$ cat src/rtl/moldudp64_multi_parser.sv
`default_nettype none
// ============================================================================
// moldudp64_multi_parser - Eth/IPv4/UDP/MoldUDP64 parser with per-channel
// sequence tracking, duplicate drop, gap reporting and ITCH message framing.
// Revision: 1.0
// ============================================================================
module moldudp64_multi_parser #(
  parameter int                  NUM_CH          = 2,
  parameter logic [NUM_CH*16-1:0] CH_PORTS       = {16'd26401, 16'd26400},
  parameter bit                  CHECK_ETHERTYPE = 1'b1,
  localparam int                 CH_W            = (NUM_CH > 1) ? $clog2(NUM_CH) : 1
) (
  input  logic            clkIn,
  input  logic            rstIn,
  input  logic [7:0]      dataIn,
  input  logic            dataValidIn,
  input  logic            dataLastIn,
  input  logic            dataErrIn,
  output logic            itchDataValidOut,
  output logic [7:0]      itchDataOut,
  output logic            itchStartOut,
  output logic            itchEndOut,
  output logic            itchErrOut,
  output logic [CH_W-1:0] itchChOut,
  output logic            packetLostOut,
  output logic [15:0]     lostCountOut,
  output logic [15:0]     droppedPktsOut
);

  typedef enum logic [2:0] {
    S_HDR    = 3'd0,
    S_LEN_HI = 3'd1,
    S_LEN_LO = 3'd2,
    S_BODY   = 3'd3,
    S_SKIP   = 3'd4
  } state_t;

  state_t          state_q, state_d;
  logic [5:0]      hdr_cnt_q, hdr_cnt_d;
  logic [7:0]      eth_hi_q, eth_hi_d;
  logic [7:0]      port_hi_q, port_hi_d;
  logic [CH_W-1:0] ch_q, ch_d;
  logic [63:0]     seq_q, seq_d;
  logic [7:0]      cnt_hi_q, cnt_hi_d;
  logic [15:0]     msg_remain_q, msg_remain_d;
  logic [7:0]      len_hi_q, len_hi_d;
  logic [15:0]     msg_len_q, msg_len_d;
  logic [15:0]     body_cnt_q, body_cnt_d;
  logic [63:0]     exp_seq_q [NUM_CH];
  logic [63:0]     exp_seq_d [NUM_CH];
  logic [NUM_CH-1:0] seen_q, seen_d;

  logic            itch_valid_q, itch_valid_d;
  logic [7:0]      itch_data_q, itch_data_d;
  logic            itch_start_q, itch_start_d;
  logic            itch_end_q, itch_end_d;
  logic            itch_err_q, itch_err_d;
  logic [CH_W-1:0] itch_ch_q, itch_ch_d;
  logic            packet_lost_q, packet_lost_d;
  logic [15:0]     lost_count_q, lost_count_d;
  logic [15:0]     dropped_q, dropped_d;

  logic            port_hit;
  logic [CH_W-1:0] port_ch;
  logic            check_ok;
  logic            drop;
  logic            term;
  logic            is_end;
  logic [15:0]     count_w;
  logic [15:0]     len_w;
  logic [63:0]     diff_w;

  // Reverse scan so the lowest matching channel index wins.
  always_comb begin
    port_hit = 1'b0;
    port_ch  = '0;
    for (int i = NUM_CH - 1; i >= 0; i--) begin
      if (CH_PORTS[16*i +: 16] == {port_hi_q, dataIn}) begin
        port_hit = 1'b1;
        port_ch  = CH_W'(i);
      end
    end
  end

  always_comb begin
    state_d      = state_q;
    hdr_cnt_d    = hdr_cnt_q;
    eth_hi_d     = eth_hi_q;
    port_hi_d    = port_hi_q;
    ch_d         = ch_q;
    seq_d        = seq_q;
    cnt_hi_d     = cnt_hi_q;
    msg_remain_d = msg_remain_q;
    len_hi_d     = len_hi_q;
    msg_len_d    = msg_len_q;
    body_cnt_d   = body_cnt_q;
    exp_seq_d    = exp_seq_q;
    seen_d       = seen_q;
    itch_valid_d  = 1'b0;
    itch_data_d   = itch_data_q;
    itch_start_d  = 1'b0;
    itch_end_d    = 1'b0;
    itch_err_d    = 1'b0;
    itch_ch_d     = itch_ch_q;
    packet_lost_d = 1'b0;
    lost_count_d  = 16'd0;
    dropped_d     = dropped_q;
    check_ok = 1'b1;
    drop     = 1'b0;
    term     = dataLastIn || dataErrIn;
    count_w  = {cnt_hi_q, dataIn};
    len_w    = {len_hi_q, dataIn};
    diff_w   = seq_q - exp_seq_q[ch_q];
    is_end   = (body_cnt_q + 16'd1) == msg_len_q;

    if (dataValidIn) begin
      case (state_q)
        S_HDR: begin
          hdr_cnt_d = hdr_cnt_q + 6'd1;
          case (hdr_cnt_q)
            6'd12: eth_hi_d = dataIn;
            6'd13: if (CHECK_ETHERTYPE && ({eth_hi_q, dataIn} != 16'h0800)) check_ok = 1'b0;
            6'd14: if (dataIn != 8'h45) check_ok = 1'b0;
            6'd23: if (dataIn != 8'd17) check_ok = 1'b0;
            6'd36: port_hi_d = dataIn;
            6'd37: begin
              if (!port_hit) check_ok = 1'b0;
              ch_d = port_ch;
            end
            6'd52, 6'd53, 6'd54, 6'd55,
            6'd56, 6'd57, 6'd58, 6'd59: seq_d = {seq_q[55:0], dataIn};
            6'd60: cnt_hi_d = dataIn;
            default: ;
          endcase

          if (!check_ok || term) begin
            drop      = 1'b1;
            hdr_cnt_d = 6'd0;
            state_d   = dataLastIn ? S_HDR : S_SKIP;
          end else if (hdr_cnt_q == 6'd61) begin
            hdr_cnt_d = 6'd0;
            if (count_w == 16'hFFFF) begin
              state_d = S_SKIP;
            end else if (seen_q[ch_q] && (seq_q < exp_seq_q[ch_q])) begin
              state_d = S_SKIP;
            end else begin
              if (seen_q[ch_q] && (seq_q != exp_seq_q[ch_q])) begin
                packet_lost_d = 1'b1;
                lost_count_d  = (|diff_w[63:16]) ? 16'hFFFF : diff_w[15:0];
                itch_ch_d     = ch_q;
              end
              exp_seq_d[ch_q] = seq_q + {48'd0, count_w};
              seen_d[ch_q]    = 1'b1;
              msg_remain_d    = count_w;
              state_d         = (count_w == 16'd0) ? S_SKIP : S_LEN_HI;
            end
          end
        end

        S_LEN_HI, S_LEN_LO: begin
          if (term) begin
            itch_err_d = 1'b1;
            itch_ch_d  = ch_q;
            state_d    = dataLastIn ? S_HDR : S_SKIP;
          end else if (state_q == S_LEN_HI) begin
            len_hi_d = dataIn;
            state_d  = S_LEN_LO;
          end else if (len_w == 16'd0) begin
            msg_remain_d = msg_remain_q - 16'd1;
            state_d      = (msg_remain_q == 16'd1) ? S_SKIP : S_LEN_HI;
          end else begin
            msg_len_d  = len_w;
            body_cnt_d = 16'd0;
            state_d    = S_BODY;
          end
        end

        S_BODY: begin
          // A last flag on the final message byte is a clean frame end.
          if (dataErrIn || (dataLastIn && !is_end)) begin
            itch_err_d = 1'b1;
            itch_ch_d  = ch_q;
            state_d    = dataLastIn ? S_HDR : S_SKIP;
          end else begin
            itch_valid_d = 1'b1;
            itch_data_d  = dataIn;
            itch_start_d = (body_cnt_q == 16'd0);
            itch_end_d   = is_end;
            itch_ch_d    = ch_q;
            body_cnt_d   = body_cnt_q + 16'd1;
            if (is_end) begin
              msg_remain_d = msg_remain_q - 16'd1;
              if (dataLastIn)                 state_d = S_HDR;
              else if (msg_remain_q == 16'd1) state_d = S_SKIP;
              else                            state_d = S_LEN_HI;
            end
          end
        end

        S_SKIP: begin
          if (dataLastIn) state_d = S_HDR;
        end

        default: state_d = S_HDR;
      endcase
    end

    if (drop && (dropped_q != 16'hFFFF)) dropped_d = dropped_q + 16'd1;
  end

  always_ff @(posedge clkIn) begin
    if (rstIn) begin
      state_q       <= S_HDR;
      hdr_cnt_q     <= 6'd0;
      eth_hi_q      <= 8'd0;
      port_hi_q     <= 8'd0;
      ch_q          <= '0;
      seq_q         <= 64'd0;
      cnt_hi_q      <= 8'd0;
      msg_remain_q  <= 16'd0;
      len_hi_q      <= 8'd0;
      msg_len_q     <= 16'd0;
      body_cnt_q    <= 16'd0;
      for (int i = 0; i < NUM_CH; i++) exp_seq_q[i] <= 64'd0;
      seen_q        <= '0;
      itch_valid_q  <= 1'b0;
      itch_data_q   <= 8'd0;
      itch_start_q  <= 1'b0;
      itch_end_q    <= 1'b0;
      itch_err_q    <= 1'b0;
      itch_ch_q     <= '0;
      packet_lost_q <= 1'b0;
      lost_count_q  <= 16'd0;
      dropped_q     <= 16'd0;
    end else begin
      state_q       <= state_d;
      hdr_cnt_q     <= hdr_cnt_d;
      eth_hi_q      <= eth_hi_d;
      port_hi_q     <= port_hi_d;
      ch_q          <= ch_d;
      seq_q         <= seq_d;
      cnt_hi_q      <= cnt_hi_d;
      msg_remain_q  <= msg_remain_d;
      len_hi_q      <= len_hi_d;
      msg_len_q     <= msg_len_d;
      body_cnt_q    <= body_cnt_d;
      exp_seq_q     <= exp_seq_d;
      seen_q        <= seen_d;
      itch_valid_q  <= itch_valid_d;
      itch_data_q   <= itch_data_d;
      itch_start_q  <= itch_start_d;
      itch_end_q    <= itch_end_d;
      itch_err_q    <= itch_err_d;
      itch_ch_q     <= itch_ch_d;
      packet_lost_q <= packet_lost_d;
      lost_count_q  <= lost_count_d;
      dropped_q     <= dropped_d;
    end
  end

  assign itchDataValidOut = itch_valid_q;
  assign itchDataOut      = itch_data_q;
  assign itchStartOut     = itch_start_q;
  assign itchEndOut       = itch_end_q;
  assign itchErrOut       = itch_err_q;
  assign itchChOut        = itch_ch_q;
  assign packetLostOut    = packet_lost_q;
  assign lostCountOut     = lost_count_q;
  assign droppedPktsOut   = dropped_q;

endmodule
`default_nettype wire

$ cat config.mk
export PLATFORM = sky130hd
export DESIGN_NAME = moldudp64_multi_parser
export DESIGN_NICKNAME = d
export VERILOG_FILES = /design/src/rtl/moldudp64_multi_parser.sv
export SDC_FILE = /design/constraint.sdc
export NUM_CORES = 1
export LEC_CHECK = 0
export CAP_MARGIN = 20
export CORE_UTILIZATION = 40
export CTS_BUF_LIST = sky130_fd_sc_hd__clkbuf_8 sky130_fd_sc_hd__clkbuf_16
export DETAILED_ROUTE_END_ITERATION = 8
export SYNTH_ARGS = -nofsm -noshare
export SYNTH_HDL_FRONTEND = slang
export SYNTH_SLANG_ARGS = --single-unit
$ cat constraint.sdc
create_clock -name clkIn -period 4.4 [get_ports clkIn]
set_input_delay 0.88 -clock clkIn [delete_from_list [all_inputs] [get_ports clkIn]]
set_output_delay 0.88 -clock clkIn [all_outputs]
set_load 0.005 [all_outputs]
==> results of run 1 <==
==> flip-flops by register name (all words and copies together) (netlist names) <==
| signal | flops |
|---|---|
| len_hi_q | 8 |
| exp_seq_q | 128 |
| msg_remain_q | 16 |
| seen_q | 2 |
| itchErrOut | 1 |
| cnt_hi_q | 8 |
| itchStartOut | 1 |
| state_q | 3 |
| itchDataValidOut | 1 |
| ch_q | 1 |
| droppedPktsOut | 16 |
| packetLostOut | 1 |
| eth_hi_q | 8 |
| msg_len_q | 16 |
| itchDataOut | 8 |
| body_cnt_q | 16 |
| itchChOut | 1 |
| hdr_cnt_q | 6 |
| seq_q | 64 |
| lostCountOut | 16 |
| port_hi_q | 8 |
| itchEndOut | 1 |
==> how the worst min path moves through the flow <==
stage             startpoint             to  depth (start not counted)
2_1_floorplan   exp_seq_q[0]   exp_seq_q[0]                          2
3_3_place_gp   exp_seq_q[73]  exp_seq_q[73]                          2
3_5_place_dp    exp_seq_q[4]   exp_seq_q[4]                          2
4_1_cts         exp_seq_q[4]   exp_seq_q[4]                          2
5_1_grt        exp_seq_q[68]  exp_seq_q[68]                          2
6_report        exp_seq_q[4]   exp_seq_q[4]                          2
==> metal layers <==
metal / vias to the layer above / track usage, % / wire length [um] / share of wire (%)
li1: 10900 / - / - / -
met1: 10900 / 39.4 / 35200 / 46
met2: 880 / 44.0 / 34600 / 45
met3: 155 / 3.44 / 5190 / 6.7
met4: 2 / 8.31 / 2340 / 3.0
met5: - / 0 / 13 / 0.017
==> cell usage after synthesis, types with 14 or more instances <==
library cell	number	area share (%)
a211oi_1	29	1.0
a21o_1	23	0.81
a21oi_1	274	6.4
a31oi_1	32	0.94
and3_1	29	0.85
buf_2	21	0.49
clkbuf_1	148	2.6
dfxtp_1	330	31
ha_1	90	5.3
inv_1	44	0.77
mux2i_1	112	5.2
nand2_1	416	7.3
nand2b_1	17	0.50
nand3_1	74	1.7
nand4_1	59	1.7
nor2_1	393	6.9
nor2b_1	22	0.64
nor3_1	149	3.5
nor4_1	38	1.1
o2111ai_1	20	0.82
o211ai_1	29	1.0
o21a_1	26	0.91
o21ai_0	116	2.7
or2_2	14	0.41
or3_1	32	0.94
xnor2_1	73	3.0
xor2_1	54	2.2
==> power breakdown <==
group	total, mW	leakage (nW)	switching, mW	internal (mW)
sequential	3.00	2.66	0.00886	2.99
combinational	0.212	7.84	0.147	0.0647
clock	3.24	0.662	1.37	1.88
==> area by class of cell <==
class | instances | area [um^2]
Clock inverter | 25 | 225
Fill cell | 5038 | 25600
Multi-Input combinational cell | 2329 | 14300
Sequential cell | 330 | 6610
Clock buffer | 46 | 1070
Tap cell | 688 | 861
Inverter | 45 | 169
Timing Repair Buffer | 442 | 3750
==> critical path, cell delays in order (launching register included) <==
cell and delay (ns):
dfxtp_4 0.47, buf_12 0.18, buf_12 0.18, mux2i_1 0.19
buf_4 0.15, ha_1 0.29, a21oi_1 0.25, o21a_1 0.17
nor2_1 0.05, nor2_1 0.15, and4_1 0.22, o2111ai_1 0.15
or4_1 0.56, or4b_4 0.56, nor4b_4 0.29, buf_6 0.17
buf_12 0.12, a31oi_1 0.07
==> kinds of logic after synthesis <==
family                     share of synthesized area (%)
AOI/OAI and AO/OA                                   19.0
xor gates and xnor gates                            5.21
adders and majority gates                           5.46
buffers and inverters                               4.62
DFF                                                 30.9
muxes                                               5.67
and+or+nand+nor                                     29.1
==> per-stage QoR <==
stage | instances | setup TNS [ns] | total power [mW] | area (um^2) | util (%)
after floorplan | 2892 | 0 | 3.19 | 21400 | -
after global placement | 3799 | -39.81 | 3.27 | 24800 | 47.2
after detailed placement | 3799 | -43.37 | 3.28 | 24800 | 47.2
after CTS | 3897 | 0 | 6.52 | 26700 | 50.7
after global routing | 3905 | -1.20 | 6.67 | 27000 | 51.3
final | 3905 | 0 | 6.46 | 27000 | 51.3
==> repair_timing <==
action	4_1_cts	5_1_grt
setup buffers	26	7
cloned	1	1
gates resized for setup	74	65
pin swaps	10	27
endpoints found under the setup margin	165	142
==> results.md, run 1 <==
* Status: completed
* Syn Std Cell Area at between 20000 and 25000 um^2
* Initial Utilization at 40.6%
* Later-pin clock latency in the skew report at 0.57 ns
* Final net count at between 3000 and 4000
* Crit end category: flip-flop
* CTS sink count at 330
* Class of the worst hold path: flip-flop to flip-flop
* DRC viols at 0
* CP endpoint: lostCountOut[10]
* Flops & latches, synth at 330
* Synthesis Warnings at 0
* Share of cells above drive strength 1 at 18.7%
* Reg2reg start: ch_q
* Initial antenna violation count at 1
* Post-Synthesis Cells at between 2000 and 3000
* Total CTS buffers at 39
* Routability Congestion at 1.02
* Clock Tree Root: clkbuf_16
* Num ports at 59
* Post-route clock period utilization at roughly 99%
* Most common cell after layout, fill and taps aside: nand2_1
* N_diodes at 0
* Port Buf Inserts at 58
* Final hold vios at 0
* Vias in the first global route at between 20000 and 25000
* Reg clk slew, reported paths at about 0.060 ns
* Max-cap violations at 0
* CTS H-tree depth at 2
* Final clock skew at roughly 0.015 ns
* Highest clock rate at between 200 and 250 MHz
* Crit path DAT at 4.81 ns
* Final worst path period need at roughly 4.4 ns
* Avg Cell Area, Syn at between 7 and 8 um^2
* Total gr overflow at 0
* Worst Reg-to-Reg Cells at 17
* Site Rows at 84
* Clock Tree Buf Depth at 3
* Crit path required time at between 4 and 5 ns
* Die Footprint at 54300 um^2
* Layout area overhead at 26.4%
* Die X at between 200 and 250 um
* First-pass GRT wire length at between 100000 and 150000 um
* Highest-count cells in the layout ignoring fill and taps: nand2_1 (413), nor2_1 (390), buf_4 (355), dfxtp_1 (329), a21oi_1 (247)
* Final ANT Viol Nets at 0
* Unrepaired setup endpoints after global routing: yes
* Clock tree from TritonCTS: yes
* # setup viols final at 0
* Wire per inst at approximately 20 um
* Worst VDD drop at 0.000232 V
* Least-Margin Pin Slew at ~1.0 ns
* Number of flops mapped to enable cells by yosys at 0
* Post-Syn Nets at roughly 3000
* Routed WL at between 70000 and 80000 um
* Worst r2r dst: lostCountOut[10]
* Sequential fraction of the synthesis area at 30.9%
* Power per cell area at ~240 nW/um^2
* Initial DRC Count at between 2000 and 2500
* Asr flop ratio synth at 0%
* Min Hold Slack at roughly 0.46 ns
* Top FF cell, synth: dfxtp_1
* Mean number of vias per cell at about 5.8
* Final WS setup at about 0.035 ns
* Max-slew headroom at between 30% and 40%
* Post-CTS Hold Fix Bufs at 0
* Worst setup SP type: flip-flop
* Tot GR Track Use at ~28%
* Critical path peak fanout at 14
* Core area at approximately 53000 um^2
* Largest net degree at the start of global routing at approximately 110
* FF-to-FF setup slack at 0.04 ns
* TritonRoute pass-1 iters at 6
* Worst slack, placed at -0.467 ns
* Fin. max-slew vios at 0
* Critical Path Source: ch_q
* Cell variety after synth at 93
* Via Count at ~23000
* Chip height at between 200 and 250 um
* Post-DP HPWL at between 50000 and 60000 um
* Leak at 11.2 nW
* Worst Setup Path Type: flip-flop to flip-flop
Note: power is estimated with default switching activity, not from simulation.
==> inputs of run 2 (changes only) <==
--- a/config.mk
+++ b/config.mk
@@ -9,6 +9,7 @@
 export CORE_UTILIZATION = 40
 export CTS_BUF_LIST = sky130_fd_sc_hd__clkbuf_8 sky130_fd_sc_hd__clkbuf_16
 export DETAILED_ROUTE_END_ITERATION = 8
+export SLEW_MARGIN = 0
 export SYNTH_ARGS = -nofsm -noshare
 export SYNTH_HDL_FRONTEND = slang
 export SYNTH_SLANG_ARGS = --single-unit
==> results of run 2 <==
No change in the layout: final DEF, timing and power equal those of run 1.
==> inputs of run 3 (changes only) <==
--- a/config.mk
+++ b/config.mk
@@ -9,6 +9,7 @@
 export CORE_UTILIZATION = 40
 export CTS_BUF_LIST = sky130_fd_sc_hd__clkbuf_8 sky130_fd_sc_hd__clkbuf_16
 export DETAILED_ROUTE_END_ITERATION = 8
+export GPL_TIMING_DRIVEN = 1
 export SLEW_MARGIN = 0
 export SYNTH_ARGS = -nofsm -noshare
 export SYNTH_HDL_FRONTEND = slang
==> results of run 3 <==
No change in the layout: final DEF, timing and power equal those of run 1.
